==> src/rtl/adc_frame_pkg.sv <==
// Shared definitions for the ADC frame builder: FSM encoding, word tags and
// the channel-word packing helper.
package adc_frame_pkg;

  localparam int ADC_DW   = 12;
  localparam int ADC_NS_W = 8;

  localparam logic [3:0] HDR_TAG_DEF = 4'hA;
  localparam logic [3:0] TRL_TAG_DEF = 4'hF;

  localparam logic [2:0] S_IDLE    = 3'd0;
  localparam logic [2:0] S_HEADER  = 3'd1;
  localparam logic [2:0] S_WAIT_S  = 3'd2;
  localparam logic [2:0] S_SEND    = 3'd3;
  localparam logic [2:0] S_TRAILER = 3'd4;

  // Channel word: channel index in the top nibble, raw sample below it.
  function automatic logic [15:0] pack_chan(input logic [3:0] idx,
                                            input logic [ADC_DW-1:0] sample);
    return {idx, sample};
  endfunction

endpackage

==> src/rtl/adc_chan_scan.sv <==
// Finds the lowest set mask bit at or above a start point: either channel 0,
// or the channel after cur_idx.
module adc_chan_scan (
  input  logic [15:0] mask,
  input  logic [3:0]  cur_idx,
  input  logic        from_zero,
  output logic        found,
  output logic [3:0]  idx
);

  logic [4:0] first;

  always_comb begin
    found = 1'b0;
    idx   = 4'd0;
    first = from_zero ? 5'd0 : ({1'b0, cur_idx} + 5'd1);
    // Descending walk so the lowest qualifying bit is the one left standing.
    for (int i = 15; i >= 0; i--) begin
      if (mask[i] && (5'(i) >= first)) begin
        found = 1'b1;
        idx   = 4'(i);
      end
    end
  end

endmodule

==> src/rtl/adc_frame_builder.sv <==
// Captures n_samples 16-channel sample sets on a trigger and streams them as
// header, masked channel words and trailer over a valid/ready interface.
module adc_frame_builder
  import adc_frame_pkg::*;
#(
  parameter int         DW      = ADC_DW,
  parameter int         NS_W    = ADC_NS_W,
  parameter logic [3:0] HDR_TAG = HDR_TAG_DEF,
  parameter logic [3:0] TRL_TAG = TRL_TAG_DEF
) (
  input  logic             clk,
  input  logic             rst,
  input  logic [16*DW-1:0] ch_data,
  input  logic             sample_valid,
  input  logic             enable,
  input  logic             trig,
  input  logic [NS_W-1:0]  n_samples,
  input  logic [15:0]      ch_mask,
  output logic [15:0]      out_data,
  output logic             out_valid,
  input  logic             out_ready,
  output logic             out_sof,
  output logic             out_eof,
  output logic             busy,
  output logic             overflow,
  output logic             trig_missed,
  output logic [11:0]      frame_cnt,
  output logic [2:0]       dbg_state
);

  // Handshake: a word transfers on a rising clk edge where out_valid and
  // out_ready are both high; until then out_valid stays up and out_data,
  // out_sof and out_eof hold, since they decode only from registered state.

  logic [2:0]       state;
  logic [NS_W-1:0]  n_lat;
  logic [NS_W-1:0]  sample_cnt;
  logic [15:0]      mask_lat;
  logic [3:0]       ch_idx;
  logic [16*DW-1:0] snap;
  logic [16*DW-1:0] pend;
  logic             pend_full;

  logic             accept;
  logic             cnt_done;
  logic [NS_W-1:0]  cnt_inc;
  logic             capture;
  logic             take;
  logic [16*DW-1:0] take_data;
  logic             scan_found;
  logic [3:0]       scan_idx;

  assign out_valid = (state == S_HEADER) || (state == S_SEND) || (state == S_TRAILER);
  assign out_sof   = (state == S_HEADER);
  assign out_eof   = (state == S_TRAILER);
  assign busy      = (state != S_IDLE);
  assign dbg_state = state;

  assign accept    = out_valid && out_ready;
  assign cnt_done  = (sample_cnt == n_lat);
  assign cnt_inc   = sample_cnt + 1'b1;
  assign capture   = sample_valid && !cnt_done;
  assign take      = pend_full || sample_valid;
  assign take_data = pend_full ? pend : ch_data;

  adc_chan_scan u_scan (
    .mask      (mask_lat),
    .cur_idx   (ch_idx),
    .from_zero (state != S_SEND),
    .found     (scan_found),
    .idx       (scan_idx)
  );

  always_comb begin
    out_data = 16'h0000;
    case (state)
      S_HEADER:  out_data = {HDR_TAG, frame_cnt};
      S_SEND:    out_data = pack_chan(ch_idx, snap[32'(ch_idx)*DW +: DW]);
      S_TRAILER: out_data = {TRL_TAG, 3'b000, overflow, sample_cnt[7:0]};
      default:   out_data = 16'h0000;
    endcase
  end

  always_ff @(posedge clk or posedge rst) begin
    if (rst) begin
      state       <= S_IDLE;
      n_lat       <= '0;
      sample_cnt  <= '0;
      mask_lat    <= '0;
      ch_idx      <= '0;
      snap        <= '0;
      pend        <= '0;
      pend_full   <= 1'b0;
      overflow    <= 1'b0;
      trig_missed <= 1'b0;
      frame_cnt   <= '0;
    end else begin
      trig_missed <= trig && (state != S_IDLE);

      case (state)
        S_IDLE: begin
          if (trig && enable) begin
            n_lat      <= n_samples;
            mask_lat   <= ch_mask;
            sample_cnt <= '0;
            overflow   <= 1'b0;
            pend_full  <= 1'b0;
            state      <= S_HEADER;
          end
        end
        S_HEADER: begin
          if (accept) state <= (n_lat == '0) ? S_TRAILER : S_WAIT_S;
        end
        S_WAIT_S: begin
          if (take) begin
            if (scan_found) begin
              snap   <= take_data;
              ch_idx <= scan_idx;
              state  <= S_SEND;
            end else begin
              // Empty mask: the sample set is counted but produces no words.
              sample_cnt <= cnt_inc;
              if (cnt_inc == n_lat) state <= S_TRAILER;
            end
          end
        end
        S_SEND: begin
          if (accept) begin
            if (scan_found) begin
              ch_idx <= scan_idx;
            end else begin
              sample_cnt <= cnt_inc;
              state      <= (cnt_inc == n_lat) ? S_TRAILER : S_WAIT_S;
            end
          end
        end
        S_TRAILER: begin
          if (accept) begin
            frame_cnt <= frame_cnt + 12'd1;
            pend_full <= 1'b0;
            state     <= S_IDLE;
          end
        end
        default: state <= S_IDLE;
      endcase

      // Pending buffer. In WAIT_S a full buffer is being drained into the
      // snapshot, so a sample arriving that same cycle refills it instead.
      if ((state == S_HEADER) || (state == S_SEND)) begin
        if (capture) begin
          if (!pend_full) begin
            pend      <= ch_data;
            pend_full <= 1'b1;
          end else begin
            overflow <= 1'b1;
          end
        end
      end else if ((state == S_WAIT_S) && pend_full) begin
        if (capture) pend <= ch_data;
        else         pend_full <= 1'b0;
      end
    end
  end

endmodule

==> config.mk <==
export PLATFORM = sky130hd
export DESIGN_NAME = adc_frame_builder
export DESIGN_NICKNAME = d
export VERILOG_FILES = /design/src/rtl/adc_frame_pkg.sv /design/src/rtl/adc_chan_scan.sv /design/src/rtl/adc_frame_builder.sv
export SDC_FILE = /design/constraint.sdc
export NUM_CORES = 1
export LEC_CHECK = 0
export BUFFER_PORTS_ARGS = -buffer_cell sky130_fd_sc_hd__buf_2
export CAP_MARGIN = 10
export CORE_AREA = 2 2 233 235
export CTS_CLUSTER_DIAMETER = 80
export DETAILED_ROUTE_END_ITERATION = 8
export DIE_AREA = 0 0 235 237
export GPL_TIMING_DRIVEN = 0
export PLACE_DENSITY_LB_ADDON = 0.15
export REMOVE_ABC_BUFFERS = 1
export SYNTH_ARGS = -nofsm -noshare
export SYNTH_HDL_FRONTEND = slang
export SYNTH_HIERARCHICAL = 1
export SYNTH_SLANG_ARGS = --single-unit
==> constraint.sdc <==
create_clock -name clk -period 20.3 [get_ports clk]
set_input_delay 4.06 -clock clk [delete_from_list [all_inputs] [get_ports clk]]
set_output_delay 4.06 -clock clk [all_outputs]
set_load 0.02 [all_outputs]
# Word-level counts from Yosys, hierarchy flattened
# Index checks and enable logic that the tools add are counted.
[totals]
wordCells = 158
reg_bits = 438
input_bits = 222
[classes]
n_lt_le_gt_ge = 16
n_eq_ne = 16
mul = 1
reduce_logical = 38
shifts = 1
n_addsub = 3
muxes = 72
[ops]
columns = ["operator", "n"]
rows = [
  ["192-bit 2-to-1 mux", 5],
  ["192-bit by 9-bit variable part select with 12-bit output", 1],
  ["4-bit 2-to-1 mux", 19],
  ["16-bit one-hot mux with 3 select lines", 1],
  ["4-bit by 5-bit greater-or-equal comparator with 1-bit output (first input constant)", 8],
  ["8-bit 2-to-1 mux", 4],
  ["3-bit 2-to-1 mux", 10],
  ["1-bit 2-to-1 mux", 28],
  ["8-bit one-hot mux with 3 select lines", 1],
  ["1-bit logical AND", 21],
  ["3-bit by 5-bit greater-or-equal comparator with 1-bit output (first input constant)", 4],
  ["8-bit == test", 2],
  ["3-bit one-hot mux with 5 select lines", 1],
  ["12-bit by 1-bit adder with 12-bit output (second input constant)", 1],
  ["2-bit inequality test (second input constant)", 6],
  ["1-bit by 5-bit greater-or-equal comparator with 1-bit output (first input constant)", 2],
  ["2-bit by 5-bit greater-or-equal comparator with 1-bit output (first input constant)", 2],
  ["3-bit AND reduction", 3],
  ["8-bit by 1-bit adder with 8-bit output (second input constant)", 1],
  ["8-bit zero test", 1],
  ["4-bit one-hot mux with 2 select lines", 1],
  ["7-bit AND reduction", 1],
  ["3-bit by 2-bit == test with 1-bit output (second input constant)", 2],
  ["4-bit by 2-bit multiplier with 6-bit output (second input constant)", 1],
  ["other kinds (15)", 21],
]

# Depth between registers and ports, before layout
[logic_depth]
ltp_word = 23
mapped_depth = 17
ltp_nobuf = 13

# By module
# The synthesis kept the hierarchy.
[modules_own_cells]
columns = ["mod", "area_each_um2", "cells_per_inst", "seq_area_each_um2", "n_inst"]
rows = [
  ["adc_frame_builder", 20335.8, 1615, 10960.5, 1],
  ["adc_chan_scan", 713.2, 108, 0.0, 1],
]

# Least setup slack after synthesis
# No wires, ideal clock.
[synth_timing]
kind = "register to output"
from = "register ch_idx[0]"
to = "output port out_data[3]"
required_ns = 16.240
arrival_ns = 1.959
stages_incl_launch_ff = 8
path_buffers = 3
path_slack_ns = 14.281
path_cell_list = "dfrtp_1 -> buf_4 -> buf_6 -> buf_6 -> mux4_2 -> mux2i_1 -> a211oi_1 -> a221o_1"
[synth_between]
elab_chain_len = 3
[synth_rtl]
columns = ["element", "line", "text"]
rows = [
  ["start, declared", "adc_frame_builder.sv:39", "logic [3:0] ch_idx;"],
  ["start signal, assigned", "adc_frame_builder.sv:118", "ch_idx <= scan_idx;"],
  ["start signal, assigned", "adc_frame_builder.sv:130", "ch_idx <= scan_idx;"],
  ["4-bit by 2-bit multiplier with 6-bit output", "adc_frame_builder.sv:78", "S_SEND: out_data = pack_chan(ch_idx, snap[32'(ch_idx)*DW +: DW]);"],
  ["192-bit by 9-bit variable part select with 12-bit output", "adc_frame_builder.sv:78", ""],
  ["16-bit one-hot mux with 3 select lines", "adc_frame_builder.sv:76", "case (state)"],
  ["end, declared", "adc_frame_builder.sv:19", "output logic [15:0] out_data,"],
]
# No other way between the ends.

# Worst setup path in the final report
[layout_timing]
from = "register state[1] (netlist: dbg_state[1])"
to = "output port out_data[8]"
[layout_between]
elab_chain_len = 2
word_cells_on_any_way = 4
cone_classes = "eq/ne: 3; mux: 1"
[layout_rtl]
columns = ["element", "line", "text"]
rows = [
  ["start, declared", "adc_frame_builder.sv:35", "logic [2:0] state;"],
  ["start signal, assigned", "adc_frame_builder.sv:112", "if (accept) state <= (n_lat == '0) ? S_TRAILER : S_WAIT_S;"],
  ["start signal, assigned", "adc_frame_builder.sv:133", "state <= (cnt_inc == n_lat) ? S_TRAILER : S_WAIT_S;"],
  ["3-bit == test, or another cell as far along", "adc_frame_builder.sv:76", ""],
  ["16-bit one-hot mux with 3 select lines (*)", "adc_frame_builder.sv:76", ""],
]
# Mark *: on every way between the ends. The rest lies on a longest branch, timed or not.

==> impl_results.md <==
- Yosys warning total: 6
- Cell depth of the worst flop-to-flop path: 13
- Worst ir drop on vdd: around 0.085 mV
- Maximum number of pins on one net before global-route repair: between 100 and 150
- Max-slew violation total from the final report: 0
- Clock-pin slew on the worst setup and hold paths: ~0.060 ns
- Hold wc startpoint: pend[32]
- All-layer global routing usage: 0.186
- Path category of the worst min-delay check: reg2reg
- Maximum clock skew at final layout: 0.0278 ns
- Overall overflow remaining after global route: 0
- Parity-gate share of the synthesized area counting xor and xnor cells: 0.0124
- Setup repair after global routing missed its margin: no
- Vertical die dimension: ~240 µm
- Drt wl/cell: between 15 and 20 µm
- Slew of the pin with the lowest slew margin: roughly 1.2 ns
- I/O pins: 259
- Yosys cell types: 78
- Reported leakage power: 11.6 nW
- Global-route wire length before repair: 81.7 mm
- Ratio of routed vias to standard cells: 5.25
- Number of maximum-capacitance violations: 0
- TritonCTS sink count: 438
- PostCTS Resize Cnt: 0
- Die footprint: 55700 µm²
- Combinational family with the most area after synthesis: multiplexers
- DRC Markers: 0
- Post-synthesis simple-gate area fraction: 0.0713
- Adder and majority cell fraction of the synthesized area: 0.00226
- Placeable core region: around 53000 µm²
- Share of synthesized area occupied by flip-flops and latches: 0.521
- Via count of the first global-routing pass: 14.3k
- Final Routed Wirelength: a little over 50 mm
- Count of flip-flops with a built-in enable after synthesis: 0
- Fraction of the mapped netlist area in compound gates: 0.0882
- Data required, critical path: between 15 and 20 ns
- Final Setup Violations: 0
- Worst rel slew slack: 0.184
- Number of nets at the end of the flow: 2155
- Critical path launch point type: flip-flop
- Biggest fanout along the worst timing path: 24
- Routability cong.: a little over 0.8
- Status: complete, no violations
- Flip-flop and latch count after synthesis: roughly 440
- Setup Total Neg Slack: 0 ns
- Final instance area: around 25000 µm²
- Capturing point of the worst reg2reg path: dbg_state[1]
- Post-layout instance count excluding filler cells: 2667
- Clock tree from TritonCTS: yes
- Primary flip-flop cell chosen by synthesis mapping: sky130_fd_sc_hd__dfrtp_1
- Iteration count of the initial detailed-routing pass: 5
- Number of design-rule violations left by the first detailed-router iteration: 671
- Number of buffers inserted for hold repair after clock tree synthesis: 0
- Initial antenna violation count: 14
- Worst R2R Start: dbg_state[1]
- Power Dens Cells: about 180 nW/µm²
- Clock period minus final worst setup slack: 7.96 ns
- HPWL after detailed placement: between 30 and 40 mm
- Die Span X: 235 µm
- Number of standard cells after synthesis: around 1.7k
- Via total after detailed routing: approximately 14k
- Placement row count: 85
- Synthesized area divided by synthesized cell count: ~12 µm²
- Number of buffers inserted by post-CTS setup repair: 0
- Number of input and output port buffers inserted: between 200 and 300
- Critical path capture point type: output port
- ANT nets after route: 0
- Area added between synthesis and finish: 17.7%
- Async set-reset flop share out of synthesis: 1.00
- Bufs on Longest Clock Path: 3
- Portion of netlist area occupied by mux cells: 0.267
- Post-Place Cells: 2573
- Mapped Area: around 21000 µm²
- H-tree depth: 2
- Final Hold Viols: 0
- Setup slack on the worst flop-to-flop path: roughly 15 ns
- Cell area after placement: 23000 µm²
- Fmax: 126 MHz
- Worst Hold Depth: 1
- Data arrival time of the worst path: just under 4 ns
- Root Buffer Master: sky130_fd_sc_hd__clkbuf_16
- Inserted Clock Buffers: 51
- Clock insertion delay at the later pin of the skew report: 0.59 ns
- Path type of the worst setup path: reg2out
- Share of cells above drive strength 1: 0.276
- Share of the core filled with cells: 0.465
- Final clock period utilization by the worst path: 0.392
- Hold worst-path end: pend[32]
- Initial core utilization: 0.395
- Filler Cell Count: between 4k and 5k
[metal layers]
layer	global-route usage	vias to the layer above	part of all wire
li1	-	6634	-
met1	0.249	7003	0.45
met2	0.298	271	0.47
met3	0.0481	84	0.059
met5	0	-	0.0022
met4	0.0510	20	0.020
[report_power, final]
group | internal (mW) | switching [mW] | total (mW)
logic | 0.913 | 0.943 | 1.86
registers | 1.31 | 0.305 | 1.62
clock network | 0.580 | 0.367 | 0.947
[worst max-delay path, cell delays in order, from the launching register on]
cell                       delay [ns]
sky130_fd_sc_hd__dfrtp_1         0.66
sky130_fd_sc_hd__nor2b_1         0.40
sky130_fd_sc_hd__nand2_1         0.79
sky130_fd_sc_hd__a211oi_1        1.07
sky130_fd_sc_hd__a221o_1         0.22
sky130_fd_sc_hd__buf_2           0.16
[layout by cell type (no fill, tap or decap), drive strengths merged, types with 9 or more instances in the layout]
master	instances
inv	12
a221o	10
xnor2	22
and2	10
nand2	29
nor2	214
mux2	220
o21ai	24
a21oi	204
dfrtp	438
mux2i	203
buf	279
nor2b	13
clkbuf	78
mux4	48
a211oi	20
and3	9
[per-stage QoR]
stage	worst slack, ns	total power, mW	hold slack, ns
6_report	12.34	4.42	0.487
5_1_grt	11.94	4.75	0.498
4_1_cts	12.30	4.49	0.494
3_5_place_dp	12.94	3.52	0.481
3_3_place_gp	-1.26	3.73	0.473
2_1_floorplan	4.04	3.12	0.464
[sequential cells by signal, summed over array words and instances (netlist names)]
signal       cells
snap           192
overflow         1
pend           192
n_lat            8
pend_full        1
mask_lat        16
frame_cnt       12
dbg_state        3
sample_cnt       8
trig_missed      1
ch_idx           4
[Yosys cell counts (3+ instances only)]
master	count	area share
sky130_fd_sc_hd__clkbuf_1	28	0.0050
sky130_fd_sc_hd__nor2_1	214	0.038
sky130_fd_sc_hd__nor3_1	8	0.0019
sky130_fd_sc_hd__a31oi_1	5	0.0015
sky130_fd_sc_hd__mux2_2	120	0.064
sky130_fd_sc_hd__mux2i_1	203	0.097
sky130_fd_sc_hd__a221o_1	10	0.0048
sky130_fd_sc_hd__dfrtp_1	438	0.52
sky130_fd_sc_hd__nand2b_1	6	0.0018
sky130_fd_sc_hd__a211oi_1	18	0.0064
sky130_fd_sc_hd__mux4_1	6	0.0075
sky130_fd_sc_hd__buf_1	11	0.0020
sky130_fd_sc_hd__o2111ai_1	3	0.0012
sky130_fd_sc_hd__or2_2	3	0.00089
sky130_fd_sc_hd__nand3b_1	8	0.0029
sky130_fd_sc_hd__nor2b_1	13	0.0039
sky130_fd_sc_hd__and2_1	8	0.0024
sky130_fd_sc_hd__o211ai_1	4	0.0014
sky130_fd_sc_hd__mux2_1	100	0.053
sky130_fd_sc_hd__a22oi_1	6	0.0021
sky130_fd_sc_hd__nand3_1	8	0.0019
sky130_fd_sc_hd__o21ai_1	11	0.0026
sky130_fd_sc_hd__o21ai_0	12	0.0029
sky130_fd_sc_hd__ha_1	3	0.0018
sky130_fd_sc_hd__buf_6	27	0.014
sky130_fd_sc_hd__and3_1	8	0.0024
sky130_fd_sc_hd__nor3b_1	5	0.0018
sky130_fd_sc_hd__nand2_1	29	0.0052
sky130_fd_sc_hd__a21o_1	7	0.0025
sky130_fd_sc_hd__mux4_2	42	0.045
sky130_fd_sc_hd__nand4_1	6	0.0018
sky130_fd_sc_hd__xor2_1	7	0.0029
sky130_fd_sc_hd__inv_1	9	0.0016
sky130_fd_sc_hd__buf_2	55	0.013
sky130_fd_sc_hd__a21oi_1	203	0.048
sky130_fd_sc_hd__o31ai_1	5	0.0018
sky130_fd_sc_hd__nor4_1	4	0.0012
sky130_fd_sc_hd__xnor2_1	21	0.0087
[cell families (layout without fill, tap and decap cells)]
logic type / Yosys count / count (layout)
AOI/OAI and AO/OA: 311 / 311
buffers and inverters: 136 / 382
DFF: 438 / 438
muxes: 471 / 471
and+or+nand+nor: 334 / 334
adders and majority gates: 4 / 4
other: 0 / 2
xor gates and xnor gates: 29 / 29
[layout make-up]
class | count | area (µm²) | share of cell area
Antenna cell | 2 | 5.00 | 0.000202
Multi-Input combinational cell | 1149 | 9290 | 0.375
Clock buffer | 78 | 1530 | 0.0618
Tap cell | 696 | 871 | 0.0352
Inverter | 11 | 48.8 | 0.00197
Clock inverter | 14 | 204 | 0.00823
Sequential cell | 438 | 11000 | 0.443
Timing Repair Buffer | 279 | 1850 | 0.0745
[worst max path at each step]
| stage | from | to | slack (ns) | cells past startpoint |
|---|---|---|---|---|
| 6_report | dbg_state[1] | out_data[8] | 12.34 | 5 |
| 5_1_grt | dbg_state[1] | out_data[8] | 11.94 | 5 |
| 4_1_cts | dbg_state[1] | out_data[8] | 12.30 | 5 |
| 3_5_place_dp | dbg_state[1] | out_data[8] | 12.94 | 5 |
| 3_3_place_gp | rst | snap[109] | -1.26 | 2 |
| 2_1_floorplan | rst | ch_idx[0] | 4.04 | 1 |
Note: power is estimated with default switching activity, not from simulation.
